--- src/rtl/mips_pkg.sv ---
// Shared types for the MIPS MEM stage: control bundles carried through EX/MEM and MEM/WB.
// Packed-struct member order fixes the bit position of each control field.
package mips_pkg;

    localparam int unsigned MIPS_DATA_W     = 8;
    localparam int unsigned MIPS_PC_W       = 6;
    localparam int unsigned MIPS_REG_DIR_W  = 3;
    localparam int unsigned MIPS_MEM_ADDR_W = 5;

    typedef struct packed {
        logic mem_read;
        logic mem_write;
        logic mem_to_reg;
        logic reg_write;
        logic branch;
    } ex_mem_ctrl_t;

    typedef struct packed {
        logic mem_to_reg;
        logic reg_write;
    } mem_wb_ctrl_t;

    localparam ex_mem_ctrl_t EXM_BUBBLE = '0;
    localparam mem_wb_ctrl_t MWB_BUBBLE = '0;

    // Control bits that survive into write-back.
    function automatic mem_wb_ctrl_t wb_ctrl(input ex_mem_ctrl_t c);
        mem_wb_ctrl_t w;
        w.mem_to_reg = c.mem_to_reg;
        w.reg_write  = c.reg_write;
        return w;
    endfunction

endpackage

--- src/rtl/data_mem.sv ---
// Data memory: 2**ADDR_WIDTH words, combinational read, synchronous write, contents not reset.
module data_mem #(
    parameter int unsigned DATA_WIDTH = 8,
    parameter int unsigned ADDR_WIDTH = 5
) (
    input  logic                  clk,
    input  logic                  we,
    input  logic [ADDR_WIDTH-1:0] addr,
    input  logic [DATA_WIDTH-1:0] wdata,
    output logic [DATA_WIDTH-1:0] rdata
);

    localparam int unsigned DEPTH = 1 << ADDR_WIDTH;

    logic [DATA_WIDTH-1:0] mem_q [DEPTH];

    always_ff @(posedge clk) begin
        if (we) begin
            mem_q[addr] <= wdata;
        end
    end

    assign rdata = mem_q[addr];

endmodule

--- src/rtl/mem_stage.sv ---
// MIPS MEM stage: EX/MEM register, data memory, branch resolve, MEM/WB register.
// Optional address range check enabled by defining MEM_ADDR_CHECK_EN.
module mem_stage
    import mips_pkg::*;
#(
    parameter int unsigned DATA_WIDTH     = MIPS_DATA_W,
    parameter int unsigned PC_WIDTH       = MIPS_PC_W,
    parameter int unsigned REG_DIR_WIDTH  = MIPS_REG_DIR_W,
    parameter int unsigned MEM_ADDR_WIDTH = MIPS_MEM_ADDR_W
) (
    input  logic                     clk,
    input  logic                     reset,
    input  logic                     stall,
    input  logic                     flush,
    input  logic [DATA_WIDTH-1:0]    ALUResult,
    input  logic [DATA_WIDTH-1:0]    data2,
    input  logic                     Zero,
    input  logic [REG_DIR_WIDTH-1:0] WriteReg,
    input  logic [PC_WIDTH-1:0]      ALUR,
    input  logic                     MemRead,
    input  logic                     MemWrite,
    input  logic                     MemtoReg,
    input  logic                     RegWrite,
    input  logic                     Branch,
    output logic [DATA_WIDTH-1:0]    Address,
    output logic [REG_DIR_WIDTH-1:0] WriteReg_M,
    output logic                     RegWrite_M,
    output logic                     PCSrc,
    output logic [PC_WIDTH-1:0]      BranchTarget,
    output logic [DATA_WIDTH-1:0]    WBData,
    output logic [REG_DIR_WIDTH-1:0] WriteReg_W,
    output logic                     RegWrite_W,
    output logic                     AddrFault
);

    // EX/MEM register
    logic [DATA_WIDTH-1:0]    alu_m_q,   alu_m_d;
    logic [DATA_WIDTH-1:0]    data2_m_q, data2_m_d;
    logic                     zero_m_q,  zero_m_d;
    logic [REG_DIR_WIDTH-1:0] wreg_m_q,  wreg_m_d;
    logic [PC_WIDTH-1:0]      alur_m_q,  alur_m_d;
    ex_mem_ctrl_t             ctrl_m_q,  ctrl_m_d;
    ex_mem_ctrl_t             ctrl_in_c;

    // MEM/WB register
    logic [DATA_WIDTH-1:0]    alu_w_q,   alu_w_d;
    logic [DATA_WIDTH-1:0]    mdata_w_q, mdata_w_d;
    logic [REG_DIR_WIDTH-1:0] wreg_w_q,  wreg_w_d;
    mem_wb_ctrl_t             ctrl_w_q,  ctrl_w_d;

    logic [MEM_ADDR_WIDTH-1:0] mem_idx_c;
    logic                      mem_we_c;
    logic [DATA_WIDTH-1:0]     mem_rdata_c;
    logic [DATA_WIDTH-1:0]     rd_data_c;
    logic                      addr_fault_c;

    always_comb begin
        ctrl_in_c.mem_read   = MemRead;
        ctrl_in_c.mem_write  = MemWrite;
        ctrl_in_c.mem_to_reg = MemtoReg;
        ctrl_in_c.reg_write  = RegWrite;
        ctrl_in_c.branch     = Branch;
    end

    // A flush still loads data fields but kills every control bit, overriding stall.
    always_comb begin
        alu_m_d   = alu_m_q;
        data2_m_d = data2_m_q;
        zero_m_d  = zero_m_q;
        wreg_m_d  = wreg_m_q;
        alur_m_d  = alur_m_q;
        ctrl_m_d  = ctrl_m_q;
        if (flush || !stall) begin
            alu_m_d   = ALUResult;
            data2_m_d = data2;
            zero_m_d  = Zero;
            wreg_m_d  = WriteReg;
            alur_m_d  = ALUR;
            ctrl_m_d  = flush ? EXM_BUBBLE : ctrl_in_c;
        end
    end

    always_ff @(posedge clk or posedge reset) begin
        if (reset) begin
            alu_m_q   <= '0;
            data2_m_q <= '0;
            zero_m_q  <= 1'b0;
            wreg_m_q  <= '0;
            alur_m_q  <= '0;
            ctrl_m_q  <= EXM_BUBBLE;
        end else begin
            alu_m_q   <= alu_m_d;
            data2_m_q <= data2_m_d;
            zero_m_q  <= zero_m_d;
            wreg_m_q  <= wreg_m_d;
            alur_m_q  <= alur_m_d;
            ctrl_m_q  <= ctrl_m_d;
        end
    end

`ifdef MEM_ADDR_CHECK_EN
    assign addr_fault_c = ((alu_m_q >> MEM_ADDR_WIDTH) != '0)
                        && (ctrl_m_q.mem_read || ctrl_m_q.mem_write);
`else
    assign addr_fault_c = 1'b0;
`endif

    // Upper address bits are dropped, so the index wraps within the memory.
    assign mem_idx_c = alu_m_q[MEM_ADDR_WIDTH-1:0];
    assign mem_we_c  = ctrl_m_q.mem_write && !stall && !addr_fault_c;
    assign rd_data_c = (ctrl_m_q.mem_read && !addr_fault_c) ? mem_rdata_c : '0;

    data_mem #(
        .DATA_WIDTH (DATA_WIDTH),
        .ADDR_WIDTH (MEM_ADDR_WIDTH)
    ) u_mem (
        .clk   (clk),
        .we    (mem_we_c),
        .addr  (mem_idx_c),
        .wdata (data2_m_q),
        .rdata (mem_rdata_c)
    );

    always_comb begin
        alu_w_d   = alu_w_q;
        mdata_w_d = mdata_w_q;
        wreg_w_d  = wreg_w_q;
        ctrl_w_d  = ctrl_w_q;
        if (!stall || flush) begin
            alu_w_d   = alu_m_q;
            mdata_w_d = rd_data_c;
            wreg_w_d  = wreg_m_q;
            ctrl_w_d  = wb_ctrl(ctrl_m_q);
        end
    end

    always_ff @(posedge clk or posedge reset) begin
        if (reset) begin
            alu_w_q   <= '0;
            mdata_w_q <= '0;
            wreg_w_q  <= '0;
            ctrl_w_q  <= MWB_BUBBLE;
        end else begin
            alu_w_q   <= alu_w_d;
            mdata_w_q <= mdata_w_d;
            wreg_w_q  <= wreg_w_d;
            ctrl_w_q  <= ctrl_w_d;
        end
    end

    assign Address      = alu_m_q;
    assign WriteReg_M   = wreg_m_q;
    assign RegWrite_M   = ctrl_m_q.reg_write;
    assign PCSrc        = ctrl_m_q.branch && zero_m_q;
    assign BranchTarget = alur_m_q;
    assign WBData       = ctrl_w_q.mem_to_reg ? mdata_w_q : alu_w_q;
    assign WriteReg_W   = wreg_w_q;
    assign RegWrite_W   = ctrl_w_q.reg_write;
    assign AddrFault    = addr_fault_c;

endmodule

--- config.mk ---
export PLATFORM = sky130hd
export DESIGN_NAME = mem_stage
export DESIGN_NICKNAME = d
export VERILOG_FILES = /design/src/rtl/mips_pkg.sv /design/src/rtl/data_mem.sv /design/src/rtl/mem_stage.sv
export SDC_FILE = /design/constraint.sdc
export NUM_CORES = 1
export LEC_CHECK = 0
export BUFFER_PORTS_ARGS = -buffer_cell sky130_fd_sc_hd__buf_2
export CELL_PAD_IN_SITES_DETAIL_PLACEMENT = 1
export CELL_PAD_IN_SITES_GLOBAL_PLACEMENT = 1
export CORE_AREA = 2 2 161 163
export DETAILED_ROUTE_END_ITERATION = 6
export DIE_AREA = 0 0 163 165
export HOLD_SLACK_MARGIN = 0.06
export PLACE_DENSITY = 0.79
export SLEW_MARGIN = 20
export SYNTH_ARGS = -nofsm -noshare
export SYNTH_HDL_FRONTEND = slang
export SYNTH_HIERARCHICAL = 1
export SYNTH_SLANG_ARGS = --single-unit
--- constraint.sdc ---
create_clock -name clk -period 2.85 [get_ports clk]
set_input_delay 0.1425 -clock clk [delete_from_list [all_inputs] [get_ports clk]]
set_output_delay 0.1425 -clock clk [all_outputs]
set_load 0.02 [all_outputs]
After elaboration in Yosys (flattened, before gate mapping)

Memory sizes are Yosys's and may differ from the RTL's.
Cells that the tools add are included.

RAM bits: 256
Input port bits: 35
Flip-flop bits (word level): 52
Logic and storage cells: 25
Output and inout port bits: 32
Memories: 1

Reduce and logical (&&, ||, !) cells: 4
Muxes and demuxes: 5

Memory list:

| name        | words | width | rd ports | clocked after Yosys merged registers in | write ports | line           | source |
|---|---|---|---|---|---|---|---|
| u_mem.mem_q | 32    | 8     | 1        | 0                                       | 1           | data_mem.sv:15 | `logic [DATA_WIDTH-1:0] mem_q [DEPTH];` |

Operators by type and width:

| operator          | count |
|---|---|
| 8-bit two-way mux | 2 |
| 5-bit two-way mux | 1 |
| 1-bit logical AND | 2 |
| 1-bit two-way mux | 2 |
| 1-bit logical NOT | 1 |
| 1-bit logical OR  | 1 |

Longest topological paths before layout

Word-level depth: 4
Mapped depth: 9
Depth with buffers taken out: 6

Hierarchy

Netlist, hierarchy kept.

By module, submodules not included:

| module    | seq. area each (µm²) | instances | cells each | area each (µm²) |
|---|---|---|---|---|
| data_mem  | 7,687.4              | 1         | 568        | 10,045.9 |
| mem_stage | 1,301.2              | 1         | 150        | 2,294.7 |

Least setup slack after synthesis

No wires, ideal clock.

Kind: reg2reg
Start: register alu_m_q[1], in the netlist Address[1]
End: memory u_mem.mem_q[27][0], enable pin
Slack: 521 ps
Setup time: 383 ps
Arrival time: 1,945 ps
Buffers on the path: 3
Cell stages (with the launch flop): 6
Required time: 2,467 ps
Period minus slack after synthesis: 2,329 ps
Cells stage by stage: dfrtp_1 -> clkbuf_1 -> buf_2 -> buf_2 -> nand3_1 -> nor3_1

RTL lines:

| item                   | line            | source |
|---|---|---|
| from (decl)            | mem_stage.sv:37 | `logic [DATA_WIDTH-1:0] alu_m_q, alu_m_d;` |
| from (signal assigned) | mem_stage.sv:92 | `alu_m_q <= alu_m_d;` |
| to (decl)              | data_mem.sv:15  |  |

No word-level cell before the write port.

Final worst setup path

Start: register alu_m_q[1], in the netlist Address[1]
End: register mdata_w_q[1]

Longest elaborated chain between the ends: 2

RTL lines:

| item                 | line             | source |
|---|---|---|
| memory 32 x 8 bit    | n/a              |  |
| net mem_rdata_c[1]   | mem_stage.sv:53  | `logic [DATA_WIDTH-1:0] mem_rdata_c;` |
| 8-bit two-way mux    | mem_stage.sv:111 | `assign rd_data_c = (ctrl_m_q.mem_read && !addr_fault_c) ? mem_rdata_c : '0;` |
| to (signal assigned) | mem_stage.sv:145 | `mdata_w_q <= mdata_w_d;` |
| to (decl)            | mem_stage.sv:47  | `logic [DATA_WIDTH-1:0] mdata_w_q, mdata_w_d;` |

The timed path passes the listed nets, and every way through them passes these cells.
A chain may end at the register's enable or synchronous reset.

==> impl_metrics.tcl <==
set metrics [dict create \
    fmax_mhz 364 \
    die_x_um 163 \
    die_area_mm2 0.0269 \
    drive_above_1_share_pct 22.9 \
    via_per_inst 5.94 \
    cp_common_cell "nand2_1" \
    totalWireLength_um 33300 \
    cp-end-kind "register" \
    yosys-top-cells-area "edfxtp_1 (62%), mux2i_1 (11%), dfrtp_1 (11%)" \
    cts_buffers 30 \
    gp_congestion 0.935 \
    clkTransAtPathRegs_ns 0.06 \
    hold_viol 0 \
    ys_ff_latch 308 \
    seq_area_frac_synth_pct 72.8 \
    final_cell_area_mm2 0.0145 \
    power_mw 9.91 \
    wire_per_inst_um 27.6 \
    firstDrtPassIters 6 \
    final_cell_count_no_fill 1206 \
    dpl_cell_area_mm2 0.0132 \
    dpl.hpwl_um 19900 \
    peakVddDrop_v 0.000465 \
    track_usage_pct 24.9 \
    power.density_mw_per_mm2 682 \
    fin_crit_sh_pct 96.3 \
    yosys_warnings 6 \
    grt_pass1_vias 7611 \
    synthCells 718 \
    htreeDepth 1 \
    crit_slowest_cell "dfrtp_4" \
    grt_pass1_wl_um 48900 \
    skew_ns 0.0126 \
    num_vias 7158 \
    worst_pin_slew_ns 0.876 \
    drtIter0Drc 787 \
    cpPeakStageDelay_ns 0.66 \
    synth_top_area_share_pct 62.3 \
    antennaDiodeCount 0 \
    drc_errors 0 \
    hp-class "in2reg" \
    synth_edf_count 256 \
    setup_tns_ns 0 \
    syn-cell-area_mm2 0.0123 \
    path_cells "buf_12, buf_4, mux2i_1, o22ai_1, nor4_1, nand2_1, nand2_1, o21ai_0" \
    cts_max_path_buffers 3 \
    status "completed" \
    numClockSinks 308 \
    final_nets 890 \
    slew_headroom_pct 41.5 \
    clkLatencyLatePin_ns 0.55 \
    rsz0062_at_grt "no" \
    root_buffer "clkbuf_16" \
    core_mm2 0.0250 \
    grt_max_degree 43 \
    crit_type "reg2reg" \
    synth_async_sr_flop_share_pct 16.9 \
    ios 67 \
    placed_cells 1113 \
    avgSynthCellArea_um2 17.2 \
    initial_utilization_pct 49.3 \
    arrival_ns 3.12 \
    synth_nets 753 \
    p_leak_nw 5.49 \
    io_buffers 65 \
    dieHeight_um 165 \
    period_minus_slack_ns 2.74 \
    overflow 0 \
    slew_viol_final 0 \
    synth_top_area_cell "edfxtp_1" \
    grt_antenna_before_repair 0 \
    cp-start-kind "register" \
    synth_cell_types 34 \
    syn2layout_area_growth_pct 17.8 \
    synth_flop_cell "edfxtp_1" \
    cts_tree "yes" \
    drv_cap 0 \
    whs_ns 0.115 \
    ant_nets 0 \
    critPathRequiredTime_ns 3.22 \
    crit_fanout 42 \
    setup_viol 0 \
    num_rows 58 \
]
where the power goes:
part | internal [mW] | total, mW | switching [mW]
combinational | 0.351 | 0.880 | 0.530
sequential | 4.99 | 5.09 | 0.0978
clock | 2.33 | 3.94 | 1.61
registers in the layout, indices dropped and copies added (netlist names):
name / count
zero_m_q: 1
ctrl_m_q: 4
alu_w_q: 8
RegWrite_W: 1
ctrl_w_q: 1
data2_m_q: 8
Address: 8
u_mem/mem_q: 256
RegWrite_M: 1
WriteReg_M: 3
mdata_w_q: 8
BranchTarget: 6
WriteReg_W: 3
path summary, 6_finish.rpt:
check                      slack (ns)  depth (start not counted)            start              end
max in group asynchronous        1.79                          4            reset       Address[6]
min                              0.12                          3            flush     mdata_w_q[4]
min reg2reg                      0.52                          1  BranchTarget[0]  BranchTarget[0]
max reg2reg                      0.11                          8       Address[1]     mdata_w_q[1]
min in group asynchronous        0.33                          3            reset     data2_m_q[4]
max                              0.11                          8       Address[1]     mdata_w_q[1]
area by class of cell:
cell class | instances | area, um2
multi-input combinational | 363 | 3060
timing repair buffer | 151 | 1100
sequential | 308 | 8990
fill | 2279 | 10500
tap | 330 | 413
clock inverter | 13 | 154
clock buffer | 40 | 810
inverter | 1 | 3.75
worst max-delay path, delay by kind of cell, from the launching register on:
| kind | cells | cell delay (ns) |
|---|---|---|
| flops | 1 | 0.66 |
| simple gates | 3 | 0.86 |
| compound gates | 2 | 0.24 |
| buf+inv | 2 | 0.57 |
| mux | 1 | 0.19 |
cell usage after synthesis, types with 2 or more instances:
library cell  count
nor2b_1           2
o21ai_0           8
nor3_1            4
nor2_1           34
nand2_1          18
edfxtp_1        256
nand3b_1         12
nand3_1           2
mux2i_1         133
or4b_1            4
buf_6             4
mux2_2           17
buf_2            25
buf_1             2
o22ai_1          63
clkbuf_1         10
nor4_1           16
or3b_2            3
nand4b_1          4
buf_12            3
mux2_4           30
nand4bb_1         5
dfrtp_1          52
per-layer routing:
layer,up-vias,wire (um),GRT usage (%)
li1,3087,-,-
met1,3635,12700,30.3
met2,341,16800,44.2
met3,95,2270,4.14
met4,0,1520,10.4
met5,-,0,0
through the flow:
stage / setup slack (ns) / utilization (%)
2_1_floorplan: 0.521 / -
3_3_place_gp: 0.249 / 52.6
3_5_place_dp: 0.191 / 52.6
4_1_cts: 0.125 / 58.0
5_1_grt: 0.0608 / 58.1
6_report: 0.106 / 58.1
timing repair:
item,in CTS,in global routing
setup endpoints to repair,0,1
endpoints found under the hold margin,72,0
resized for setup,0,0
hold buffers,39,0
setup buffers,0,1
cells by family (layout without fill, tap and decap cells):
family          Yosys count  after routing  synth area share (%)
flops                   308            308                  72.8
mux                     180            180                  16.0
simple gates            110            110                  5.16
compound gates           72             72                  3.62
buf+inv                  47            205                  2.36
other cells               1              1                0.0304
placed cells by master, fill, tap and decap left out, drive strengths merged:
cell         count
nand4bb          5
o21ai            8
or4bb            1
dfrtp           52
nand3b          12
dlygate4sd3     39
or3b             3
bufinv           4
or4              1
or3              1
nor3             4
mux2            47
nand2b           1
edfxtp         256
clkbuf          40
conb             1
nor4            16
nand4b           4
nor2            34
nor2b            2
inv              1
or4b             4
mux2i          133
clkinv           9
buf            112
o22ai           64
nand4            1
nand2           18
nand3            2
and2             1
Note: power is estimated with default switching activity, not from simulation.
